<file path="config.mk">
export PLATFORM = sky130hd
export DESIGN_NAME = ym3438_slot_sequencer
export DESIGN_NICKNAME = d
export VERILOG_FILES = /design/src/rtl/ym3438_slot_sequencer.sv
export SDC_FILE = /design/constraint.sdc
export NUM_CORES = 1
export LEC_CHECK = 0
export CAP_MARGIN = 20
export CORE_ASPECT_RATIO = 0.9
export CORE_MARGIN = 10
export CORE_UTILIZATION = 55
export DETAILED_ROUTE_END_ITERATION = 12
export DONT_BUFFER_PORTS = 1
export PLACE_DENSITY = 0.83
export SYNTH_ARGS = -nofsm -noshare
export SYNTH_HDL_FRONTEND = slang
export SYNTH_SLANG_ARGS = --single-unit
</file>
<file path="constraint.sdc">
create_clock -name MCLK -period 3.1 [get_ports MCLK]
set_clock_uncertainty 0.1 [all_clocks]
set_input_delay 0.62 -clock MCLK [delete_from_list [all_inputs] [get_ports MCLK]]
set_output_delay 0.62 -clock MCLK [all_outputs]
set_load 0.02 [all_outputs]
</file>
<file path="src/rtl/ym3438_slot_sequencer.sv">
// rtl/ym3438_slot_sequencer.sv - YM3438 c1/c2 phase generator and 24-slot operator sequencer
// Optional stall input enabled by defining YM3438_SEQ_STALL_EN.
module ym3438_slot_sequencer #(
    parameter int DIV = 6
) (
    input  logic       MCLK,
    input  logic       reset,
    input  logic       sync_req,
`ifdef YM3438_SEQ_STALL_EN
    input  logic       stall,
`endif
    output logic       c1,
    output logic       c2,
    output logic [4:0] slot,
    output logic [2:0] channel,
    output logic [1:0] op,
    output logic       sync,
    output logic [9:0] frame_cnt
);

    localparam int PW = (DIV > 2) ? $clog2(DIV) : 1;
    localparam logic [PW-1:0] P_LAST = PW'(DIV - 1);
    localparam logic [PW-1:0] P_HALF = PW'(DIV / 2);
    localparam logic [4:0] LAST_SLOT = 5'd23;

    logic          run;
    logic [PW-1:0] pcnt;
    logic [PW-1:0] pcnt_nx;
    logic          pending;
    logic          pend_eff;
    logic          slot_upd;
    logic [4:0]    slot_nx;

`ifdef YM3438_SEQ_STALL_EN
    assign run = ~stall;
`else
    assign run = 1'b1;
`endif

    // A slot advances on the edge that closes its c2 cycle; a pending or same-edge sync_req forces slot 0.
    always_comb begin
        pcnt_nx  = (pcnt == P_LAST) ? '0 : pcnt + PW'(1);
        pend_eff = pending | sync_req;
        slot_upd = run && (pcnt == P_HALF);
        slot_nx  = (pend_eff || slot == LAST_SLOT) ? 5'd0 : slot + 5'd1;
    end

    always_ff @(posedge MCLK or posedge reset) begin
        if (reset) begin
            pcnt      <= P_LAST;
            c1        <= 1'b0;
            c2        <= 1'b0;
            slot      <= 5'd0;
            pending   <= 1'b0;
            frame_cnt <= 10'd0;
        end else begin
            pending <= slot_upd ? 1'b0 : pend_eff;
            if (run) begin
                pcnt <= pcnt_nx;
                c1   <= (pcnt_nx == '0);
                c2   <= (pcnt_nx == P_HALF);
            end else begin
                c1 <= 1'b0;
                c2 <= 1'b0;
            end
            if (slot_upd) begin
                slot <= slot_nx;
                if (slot == LAST_SLOT)
                    frame_cnt <= frame_cnt + 10'd1;
            end
        end
    end

    assign channel = 3'(slot % 5'd6);
    assign op      = 2'(slot / 5'd6);
    assign sync    = (slot == LAST_SLOT);

endmodule

</file>
==> results of run 1 <==
## placed cells by master (no fill, tap or decap), types with 2 or more instances in the layout
cell type	instances
mux2i_1	2
buf_4	17
inv_1	8
a21oi_1	2
dfstp_2	2
nand3_1	10
ha_1	5
nand2_1	7
and3_4	2
nand3_2	2
and3_2	2
and3_1	2
o21ai_0	5
xnor2_1	6
nor2_1	8
xor2_1	3
dfrtp_1	17
o31ai_1	3
clkbuf_4	3
dfrtp_2	2
## registers in the layout, summed over array words and instances, names as in the netlist
signal / cells
frame_cnt: 10
slot: 5
pcnt: 3
c1: 1
c2: 1
pending: 1
## area by class of cell
cell class                 count  area, um^2  share of cell area
multi-input combinational     79         629               0.458
sequential                    21         531               0.386
timing repair buffer          17         128              0.0928
tap                           25        31.3              0.0227
inverter                       8        30.0              0.0218
clock buffer                   4        26.3              0.0191
## where the power goes
part,internal [mW],switching [mW]
Combinational,0.000778,0.00683
Sequential,0.275,0.000300
Clock,0.0503,0.0848
## cells by family (layout without fill, tap and decap cells)
kind of cell	after synthesis	in the layout	synth area share
AND/OR/NAND/NOR	42	42	0.204
flip-flops	21	21	0.458
AO/OA/AOI/OAI	17	17	0.101
buffers and inverters	12	29	0.0521
XOR/XNOR	10	10	0.0824
adder cells (fa/ha/maj)	7	7	0.0759
multiplexers	3	3	0.0271
## per-layer routing
layer / global-route usage / part of all wire / vias up
li1: - / - / 425
met1: 0.132 / 0.39 / 425
met2: 0.208 / 0.53 / 21
met3: 0.0512 / 0.077 / 2
met4: 0.0151 / 0.0040 / 0
met5: 0 / 0 / -
## metrics by stage
step / setup WS [ns] / util / total power, mW
after floorplan: -0.136 / - / 0.286
after global placement: 0.0190 / 0.656 / 0.287
after detailed placement: -0.0496 / 0.656 / 0.288
after CTS: -0.335 / 0.695 / 0.420
after global routing: -0.472 / 0.704 / 0.435
final: -0.372 / 0.704 / 0.418
## timing repair
item / in CTS / in global routing
pin swaps: 6 / 5
setup buffers: 4 / 1
gates resized for setup: 3 / 3
setup endpoints to repair: 3 / 3
## worst max-delay path, delay by kind of cell, from the launching register on
kind	cells	cell delay, ns
AO/OA/AOI/OAI	4	0.77
AND/OR/NAND/NOR	4	0.65
flip-flops	1	0.44
adder cells (fa/ha/maj)	2	0.34
XOR/XNOR	1	0.24
## path summary, 6_finish.rpt
path | slack [ns] | end
min | 0.24 | slot[2]$_DFFE_PP0N_
max in group asynchronous | 2.12 | slot[4]$_DFFE_PP0N_
max reg2reg | 0.94 | frame_cnt[7]$_DFFE_PP0P_
max | -0.37 | channel[1]
min in group MCLK | 0.39 | pending$_DFF_PP0_
min reg2reg | 0.45 | pcnt[0]$_DFF_PP1_
==> metrics.md, run 1 <==
| Metric | Value |
|---|---|
| Post-Syn Instances | `112` |
| Pin count of the biggest net entering global routing | `22` |
| WP data arrival | `2.75 ns` |
| Post-synth net total | `122` |
| Drt wl/cell | `16.3 um` |
| CTS Buf Count | `3` |
| Routed vias | `873` |
| Sequential share of the synthesized area | `0.458` |
| Setup Viol. Count Final | `3` |
| Distinct cells, synth | `35` |
| Setup ws final | `-0.372 ns` |
| Min Tclk post-route | `3.47 ns` |
| Slowest CP cell | `dfrtp_2` |
| Max-cap violations | `0` |
| Worst-margin pin slew | `0.802 ns` |
| Share of cells above drive strength 1 | `0.326` |
| Highest clock rate | `0.288 GHz` |
| Dpl cells | `145` |
| Core Region | `1950 um^2` |
| Max-slew violations | `0` |
| H-tree depth | `1` |
| Worst hold path type | `primary input to async pin` |
| RSZ-0062 raised after global routing | `true` |
| Setup TNS | `-1.04 ns` |
| R2R Path Start | `slot[0]$_DFFE_PP0N_` |
| Final nets | `140` |
| Violated checks | `negative setup slack` |
| Critical Path Max Stage Delay | `0.44 ns` |
| Hold WS | `0.238 ns` |
| Port Buffers | `0` |
| CTS tree | `yes` |
| Worst Setup Start Kind | `flip-flop` |
| Outcome | `complete, but fails checks` |
| Largest cells by area after synthesis | `dfrtp_1 (41%), ha_1 (7.6%), dfstp_2 (4.6%)` |
| Synth area leader | `dfrtp_1` |
| Remaining routing DRC violations | `0` |
| Count leader, synth | `dfrtp_1` |
| Setup Crit Path Kind | `flip-flop to primary output` |
| Endpoints failing hold | `0` |
| Post-synth top cells | `dfrtp_1 (19), nand3_1 (10), nand2_1 (9)` |
| Post-DP Area | `1280 um^2` |
| Max Buffers Root-to-Sink | `2` |
| Total die area | `4330 um^2` |
| Worst-skew pair later-pin latency | `0.31 ns` |
| IO Pins | `26` |
| Global-route wire length before repair | `4120 um` |
| Layout area overhead | `19.2%` |
| Asr flop ratio synth | `1.00` |
| Cell area after synthesis | `1150 um^2` |
| Die H | `63.5 um` |
| RD Place Congestion | `0.832` |
| Clock root buffer | `clkbuf_4` |
| Post-route ant nets | `0` |
| Critical Path Sink Type | `primary output` |
| CTS sink count | `21` |
| Worst Setup SP | `slot[4]$_DFFE_PP0N_` |
| DRT iter0 DRCs | `56` |
| Worst Reg2Reg Path Length in Cells | `7` |
| All-Layer GR Usage | `0.119` |
| Clk pin slew, worst setup/hold paths | `0.12 ns` |
| Ys Warns | `0` |
| #FFs+latches synth | `21` |
| Initial Util | `0.591` |
| Drt pass-1 iters | `4` |
| Antenna Cells | `0` |
| Post-Route WL | `2500 um` |
| Vias in the first global route | `888` |
| Fin cells | `154` |
| Pleak | `0.710 nW` |
| Main synth FF type | `dfrtp_1` |
| Share of the synthesized area in the top cell type | `0.412` |
| Power per Cell Area | `304 nW/um^2` |
| CP required | `2.38 ns` |
| DIE WIDTH | `68.3 um` |
| Average size of a mapped cell | `10.3 um^2` |
| Congestion Overflow GR | `0` |
| Worst VDD drop | `0.000252 V` |
| Fill cells | `133` |
| # rows | `15` |
| Relative slew slack | `0.465` |
| Vias/cell | `5.67` |
| Hold_buf cts | `0` |
| Number of flops mapped to enable cells by yosys | `0` |
| Sequence of cells on the critical path | `and2b_4 -> nand2_4 -> ha_4 -> nand2_2 -> a21oi_2 -> or2_1 -> ha_2 -> a21o_1 -> a221o_1 -> a211o_4 -> xnor2_4` |
| Hpwl dp | `1880 um` |
| Critical path peak fanout | `4` |
| Final worst path period share | `1.12` |
| Initial antenna violation count | `0` |
| Design area | `1380 um^2` |
(Power assumes the default switching activity.)
==> run 2: changes to the inputs <==
- CORE_ASPECT_RATIO: 0.9 -> 1.5
- PLACE_DENSITY: 0.83 -> 0.73
==> run 2 against run 1 <==
Compared with the run above: the flow still finishes with violations (negative setup slack); power shrank 0.35%; utilization is 3.2 points lower; worst setup slack improved by 0.043 ns; first-iteration DRC count shrank 61%; count of clock-buffer cells in the layout unchanged; via count decreased by 0.23%; combinational power shrank 3.4%; critical path depth is the same; critical path type unchanged; largest cell class unchanged.
==> metrics.md, run 2 (synthesis gave the netlist of run 1 again) <==
| Metric | Value |
|---|---|
| Outcome | `complete, but fails checks (unchanged)` |
| Violated checks | `negative setup slack (unchanged)` |
| CTS tree | `yes (unchanged)` |
| Worst Reg2Reg Path Length in Cells | `7 (unchanged)` |
| Global-route wire length before repair | `4000 um (was 4120 um)` |
| Setup ws final | `-0.329 ns (was -0.372 ns)` |
| Initial Util | `0.569 (was 0.591)` |
| Endpoints failing hold | `0 (unchanged)` |
| Worst hold path type | `primary input to async pin (unchanged)` |
| R2r setup slk | `0.90 ns (was 0.94 ns)` |
| Max-cap violations | `0 (unchanged)` |
| Reg2reg end | `frame_cnt[5]$_DFFE_PP0P_ (was frame_cnt[7]$_DFFE_PP0P_)` |
| Layout area overhead | `18.2% (was 19.2%)` |
| Worst VDD drop | `0.000326 V (was 0.000252 V)` |
| Clk pin slew, worst setup/hold paths | `0.11 ns (was 0.12 ns)` |
| Max Buffers Root-to-Sink | `2 (unchanged)` |
| Initial antenna violation count | `0 (unchanged)` |
| Port Buffers | `0 (unchanged)` |
| Hold_buf cts | `0 (unchanged)` |
| Share of cells above drive strength 1 | `0.320 (was 0.326)` |
| Antenna Cells | `0 (unchanged)` |
| Power per Cell Area | `305 nW/um^2 (was 304 nW/um^2)` |
| WP data arrival | `2.71 ns (was 2.75 ns)` |
| Vias in the first global route | `850 (was 888)` |
| Design area | `1360 um^2 (was 1380 um^2)` |
| Area of the multi-input gates | `629 um^2 (unchanged)` |
| Hpwl dp | `1830 um (was 1880 um)` |
| Top reg by flops | `frame_cnt (unchanged)` |
| Critical Path Max Stage Delay | `0.42 ns (was 0.44 ns)` |
| CP required | `2.38 ns (about the same)` |
| Max-slew violations | `0 (unchanged)` |
| Clock root buffer | `clkbuf_4 (unchanged)` |
| # rows | `20 (was 15)` |
| Max FFs per register | `10 (unchanged)` |
| Drt wl/cell | `16.0 um (was 16.3 um)` |
| Min Tclk post-route | `3.43 ns (was 3.47 ns)` |
| Post-DP Area | `1280 um^2 (about the same)` |
| H-tree depth | `1 (unchanged)` |
| Sequence of cells on the critical path | `and2b_4 -> nand2_4 -> ha_4 -> nand2_2 -> a21oi_2 -> or2_1 -> ha_2 -> a21o_1 -> a221o_1 -> a211o_4 -> xnor2_4 (unchanged)` |
| Biggest regs | `frame_cnt x10, slot x5, pcnt x3 (unchanged)` |
| Post-Route WL | `2400 um (was 2500 um)` |
| Total die area | `4370 um^2 (was 4330 um^2)` |
| Slowest CP cell | `dfrtp_2 (unchanged)` |
| Setup Crit Path Kind | `flip-flop to primary output (unchanged)` |
| Pin count of the biggest net entering global routing | `22 (unchanged)` |
| Reg area | `531 um^2 (unchanged)` |
| Die H | `76.1 um (was 63.5 um)` |
| Final nets | `139 (was 140)` |
| Relative slew slack | `0.486 (was 0.465)` |
| RD Place Congestion | `0.737 (was 0.832)` |
| R2R Path Start | `slot[0]$_DFFE_PP0N_ (unchanged)` |
| Remaining routing DRC violations | `0 (unchanged)` |
| Pleak | `0.706 nW (was 0.710 nW)` |
| RSZ-0062 raised after global routing | `true (unchanged)` |
| All-Layer GR Usage | `0.113 (was 0.119)` |
| Worst-margin pin slew | `0.771 ns (was 0.802 ns)` |
| Congestion Overflow GR | `0 (unchanged)` |
| Worst Setup Start Kind | `flip-flop (unchanged)` |
| Post-route ant nets | `0 (unchanged)` |
| DIE WIDTH | `57.4 um (was 68.3 um)` |
| Final Total Pwr | `0.416 mW (was 0.418 mW)` |
| Fill cells | `160 (was 133)` |
| Core Region | `2030 um^2 (was 1950 um^2)` |
| CTS Buf Count | `3 (unchanged)` |
| DRT iter0 DRCs | `22 (was 56)` |
| Vias/cell | `5.81 (was 5.67)` |
| CTS sink count | `21 (unchanged)` |
| Most common cell after layout, fill and taps aside | `dfrtp_1` |
| Setup Viol. Count Final | `3 (unchanged)` |
| Drt pass-1 iters | `4 (unchanged)` |
| Critical Path Sink Type | `primary output (unchanged)` |
| Critical path peak fanout | `3 (was 4)` |
| Worst-skew pair later-pin latency | `0.31 ns (about the same)` |
| Routed vias | `871 (was 873)` |
| IO Pins | `26 (unchanged)` |
| Final worst path period share | `1.11 (was 1.12)` |
| Most frequent cells in the layout | `dfrtp_1 (17), buf_4 (16), nand3_1 (10), nor2_1 (8), inv_1 (8) (was dfrtp_1 (17), buf_4 (17), nand3_1 (10), nor2_1 (8), inv_1 (8))` |
| Highest clock rate | `0.292 GHz (was 0.288 GHz)` |
==> run 2: cell count changes in the layout (fill, tap and decap cells not counted) <==
cell / previous run / this run
buf_4: 17 / 16
==> run 2: worst max-delay path: cells and delay by family, from the launching register on <==
kind | cells | cell delay [ns]
flops | 1 | 0.42
compound gates | 4 | 0.77
simple gates | 4 | 0.63
xor+xnor | 1 | 0.24
fa+ha+maj | 2 | 0.33
==> run 2: final cells by class <==
cell class	count	area share
clock buffer	4	0.0193
inverter	8	0.0220
multi-input combinational	79	0.461
timing repair buffer	16	0.0881
tap	22	0.0202
sequential	21	0.389
==> run 2: repair_timing <==
item / CTS / global route
gates resized for setup: 2 / 4
endpoints found under the setup margin: 3 / 3
pin swaps: 6 / 5
buffers inserted: 3 / 1
==> run 2: worst max-delay path by stage <==
stage / end / depth (start not counted) / start
after detailed placement: channel[1] / 11 / slot[4]$_DFFE_PP0N_
final: channel[1] / 11 / slot[4]$_DFFE_PP0N_
after global placement: channel[1] / 11 / slot[4]$_DFFE_PP0N_
after floorplan: channel[1] / 11 / slot[3]$_DFFE_PP0N_
after CTS: channel[1] / 11 / slot[4]$_DFFE_PP0N_
after global routing: channel[1] / 11 / slot[4]$_DFFE_PP0N_
==> run 2: report_power, final <==
group	internal [mW]	switching (mW)	total, mW
clock	0.0504	0.0834	0.134
sequential	0.275	0.000360	0.275
combinational	0.000770	0.00658	0.00735
total	0.326	0.0904	0.416
==> run 2: metrics by stage <==
stage / util / setup TNS, ns / hold slack, ns / instances / setup slack [ns]
after global routing: 0.673 / -1.20 / 0.267 / 150 / -0.436
final: 0.673 / -0.907 / 0.215 / 150 / -0.329
after detailed placement: 0.630 / -0.0430 / 0.406 / 142 / -0.0430
after floorplan: - / -0.136 / 0.376 / 112 / -0.136
after CTS: 0.661 / -0.891 / 0.244 / 149 / -0.329
after global placement: 0.630 / 0 / 0.397 / 142 / 0.0163
==> run 2: per-layer routing <==
metal,track usage,vias up,share of wire
met3,0.0483,6,0.085
li1,-,418,-
met2,0.189,21,0.52
met5,0,-,0
met4,0.0637,0,0.024
met1,0.112,426,0.37
==> run 3: changes to the inputs <==
- CTS_BUF_LIST: unset -> sky130_fd_sc_hd__clkbuf_4 sky130_fd_sc_hd__clkbuf_8 sky130_fd_sc_hd__clkbuf_16
==> run 3 against run 2 <==
Compared with the run above: the flow still finishes with violations (negative setup slack); highest routed layer unchanged; die area is the same; sequential cell count unchanged; count of clock-buffer cells in the layout is the same; clock power grew 3%; wire length decreased by 0.83%; non-clock buffer count unchanged; utilization up 0.19 points; critical path depth unchanged.
==> metrics.md, run 3 (synthesis gave the netlist of run 1 again) <==
| Metric | Value |
|---|---|
| Outcome | `complete, but fails checks (unchanged)` |
| Violated checks | `negative setup slack (unchanged)` |
| Design area | `1370 um^2 (was 1360 um^2)` |
| CTS Buf Count | `3 (unchanged)` |
| Setup Crit Path Kind | `flip-flop to primary output (unchanged)` |
| Clock root buffer | `clkbuf_4 (unchanged)` |
| Min Tclk post-route | `3.42 ns (was 3.43 ns)` |
| Relative slew slack | `0.490 (was 0.486)` |
| Layout area overhead | `18.5% (was 18.2%)` |
| Post-Route WL | `2380 um (was 2400 um)` |
| Vias in the first global route | `843 (was 850)` |
| Post-DP Area | `1280 um^2 (unchanged)` |
| Global-route wire length before repair | `4000 um (unchanged)` |
| RD Place Congestion | `0.737 (unchanged)` |
| Die H | `76.1 um (unchanged)` |
| Worst Reg2Reg Path Length in Cells | `7 (unchanged)` |
| Most common cell after layout, fill and taps aside | `dfrtp_1 (unchanged)` |
| Reg area | `531 um^2 (unchanged)` |
| Worst-skew pair later-pin latency | `0.30 ns (was 0.31 ns)` |
| Clk pin slew, worst setup/hold paths | `0.11 ns (about the same)` |
| Max Buffers Root-to-Sink | `2 (unchanged)` |
| Remaining routing DRC violations | `0 (unchanged)` |
| Pleak | `0.709 nW (was 0.706 nW)` |
| Clock Power Share | `0.328 (was 0.322)` |
| Share of cells above drive strength 1 | `0.328 (was 0.320)` |
| H-tree depth | `1 (unchanged)` |
| Critical Path Sink Type | `primary output (unchanged)` |
| Antenna Cells | `0 (unchanged)` |
| Worst VDD drop | `0.000316 V (was 0.000326 V)` |
| Drt pass-1 iters | `2 (was 4)` |
| Comb pwr share | `0.017 (was 0.018)` |
| Worst Setup Start Kind | `flip-flop (unchanged)` |
| Area of the multi-input gates | `629 um^2 (unchanged)` |
| Biggest regs | `frame_cnt x10, slot x5, pcnt x3 (unchanged)` |
| Critical path peak fanout | `3 (unchanged)` |
| Switching part of the total | `0.204 (was 0.217)` |
| Port Buffers | `0 (unchanged)` |
| CTS tree | `yes (unchanged)` |
| Post-route ant nets | `0 (unchanged)` |
| Routed vias | `858 (was 871)` |
| All-Layer GR Usage | `0.112 (was 0.113)` |
| Core Region | `2030 um^2 (unchanged)` |
| Hold WS | `0.225 ns (was 0.215 ns)` |
| DIE WIDTH | `57.4 um (unchanged)` |
| Max-cap violations | `0 (unchanged)` |
| Most frequent cells in the layout | `dfrtp_1 (17), buf_4 (16), nand3_1 (10), nor2_1 (8), inv_1 (8) (unchanged)` |
| Final worst path period share | `1.10 (was 1.11)` |
| Initial Util | `0.569 (unchanged)` |
| Endpoints failing hold | `0 (unchanged)` |
| Setup TNS | `-0.867 ns (was -0.907 ns)` |
| Worst-margin pin slew | `0.764 ns (was 0.771 ns)` |
| Power per Cell Area | `307 nW/um^2 (was 305 nW/um^2)` |
| Final nets | `139 (unchanged)` |
| Top reg by flops | `frame_cnt (unchanged)` |
| Setup Viol. Count Final | `3 (unchanged)` |
| CP required | `2.38 ns (about the same)` |
| Initial antenna violation count | `0 (unchanged)` |
| Dpl cells | `142 (unchanged)` |
| Pint | `0.334 mW (was 0.326 mW)` |
| Net Sw Power | `0.0854 mW (was 0.0904 mW)` |
| Final Total Pwr | `0.420 mW (was 0.416 mW)` |
| Vias/cell | `5.72 (was 5.81)` |
| Hpwl dp | `1830 um (unchanged)` |
| Highest clock rate | `0.293 GHz (was 0.292 GHz)` |
| Worst hold path type | `primary input to async pin (unchanged)` |
| Setup ws final | `-0.316 ns (was -0.329 ns)` |
| Sequential power share | `0.655 (was 0.661)` |
| IO Pins | `26 (unchanged)` |
| DRT iter0 DRCs | `18 (was 22)` |
| CTS sink count | `21 (unchanged)` |
| Fin cells | `150 (unchanged)` |
| Drt wl/cell | `15.9 um (was 16.0 um)` |
| Pin count of the biggest net entering global routing | `22 (unchanged)` |
| Max FFs per register | `10 (unchanged)` |
| Total die area | `4370 um^2 (unchanged)` |
| Max-slew violations | `0 (unchanged)` |
| Fill cells | `159 (was 160)` |
| Congestion Overflow GR | `0 (unchanged)` |
| RSZ-0062 raised after global routing | `true (unchanged)` |
| # rows | `20 (unchanged)` |
| WP data arrival | `2.70 ns (was 2.71 ns)` |
## run 3: cell types whose count changed in the layout (fill, tap and decap cells not counted)
cell / change
clkbuf_4: +1
clkbuf_1: -1
## run 3: metrics by stage
step	worst slack, ns	util
finish	-0.316	0.675
global placement	0.0163	0.630
global route	-0.432	0.675
floorplan	-0.136	-
detailed placement	-0.0430	0.630
CTS	-0.329	0.663
## run 3: worst paths after layout
kind | startpoint | end | slack (ns)
setup / recovery | slot[4]$_DFFE_PP0N_ | channel[1] | -0.32
hold / removal | reset | pending$_DFF_PP0_ | 0.23
min in group MCLK | sync_req | pending$_DFF_PP0_ | 0.38
setup reg to reg | slot[0]$_DFFE_PP0N_ | frame_cnt[5]$_DFFE_PP0P_ | 0.91
max in group asynchronous | reset | slot[3]$_DFFE_PP0N_ | 2.15
hold reg to reg | pcnt[0]$_DFF_PP1_ | pcnt[0]$_DFF_PP1_ | 0.44
## run 3: power groups by stage
stage	clock network, mW	registers (mW)	logic, mW
finish	0.138	0.275	0.00730
global route	0.157	0.275	0.00865
CTS	0.145	0.275	0.00782
detailed placement	0	0.280	0.00790
global placement	0	0.280	0.00766
floorplan	0	0.280	0.00569
## run 3: layer usage
layer  vias to the layer above  track usage  routed length (um)
met5                         -            0                   0
met4                         0       0.0566                  43
met3                         4       0.0483                 200
met2                        18        0.189                1250
met1                       419        0.112                 887
li1                        417            -                   -
## run 3: critical path, stage by stage (launching register included)
cell,delay [ns]
dfrtp_2,0.42
and2b_4,0.27
nand2_4,0.05
ha_4,0.16
nand2_2,0.05
a21oi_2,0.03
or2_1,0.26
ha_2,0.17
a21o_1,0.14
a221o_1,0.29
a211o_4,0.31
xnor2_4,0.24
## run 3: final cells by class
type | instances | area share
inverters | 8 | 0.0220
repair buffers | 16 | 0.0878
multi-input cells | 79 | 0.460
clock buffers | 4 | 0.0220
well taps | 22 | 0.0201
flip-flops and latches | 21 | 0.388
## run 3: timing repair
action	in CTS	in global routing
hold buffers	0	0
endpoints found under the setup margin	3	3
gates resized for setup	2	4
buffers inserted	3	1
pin swaps	6	5
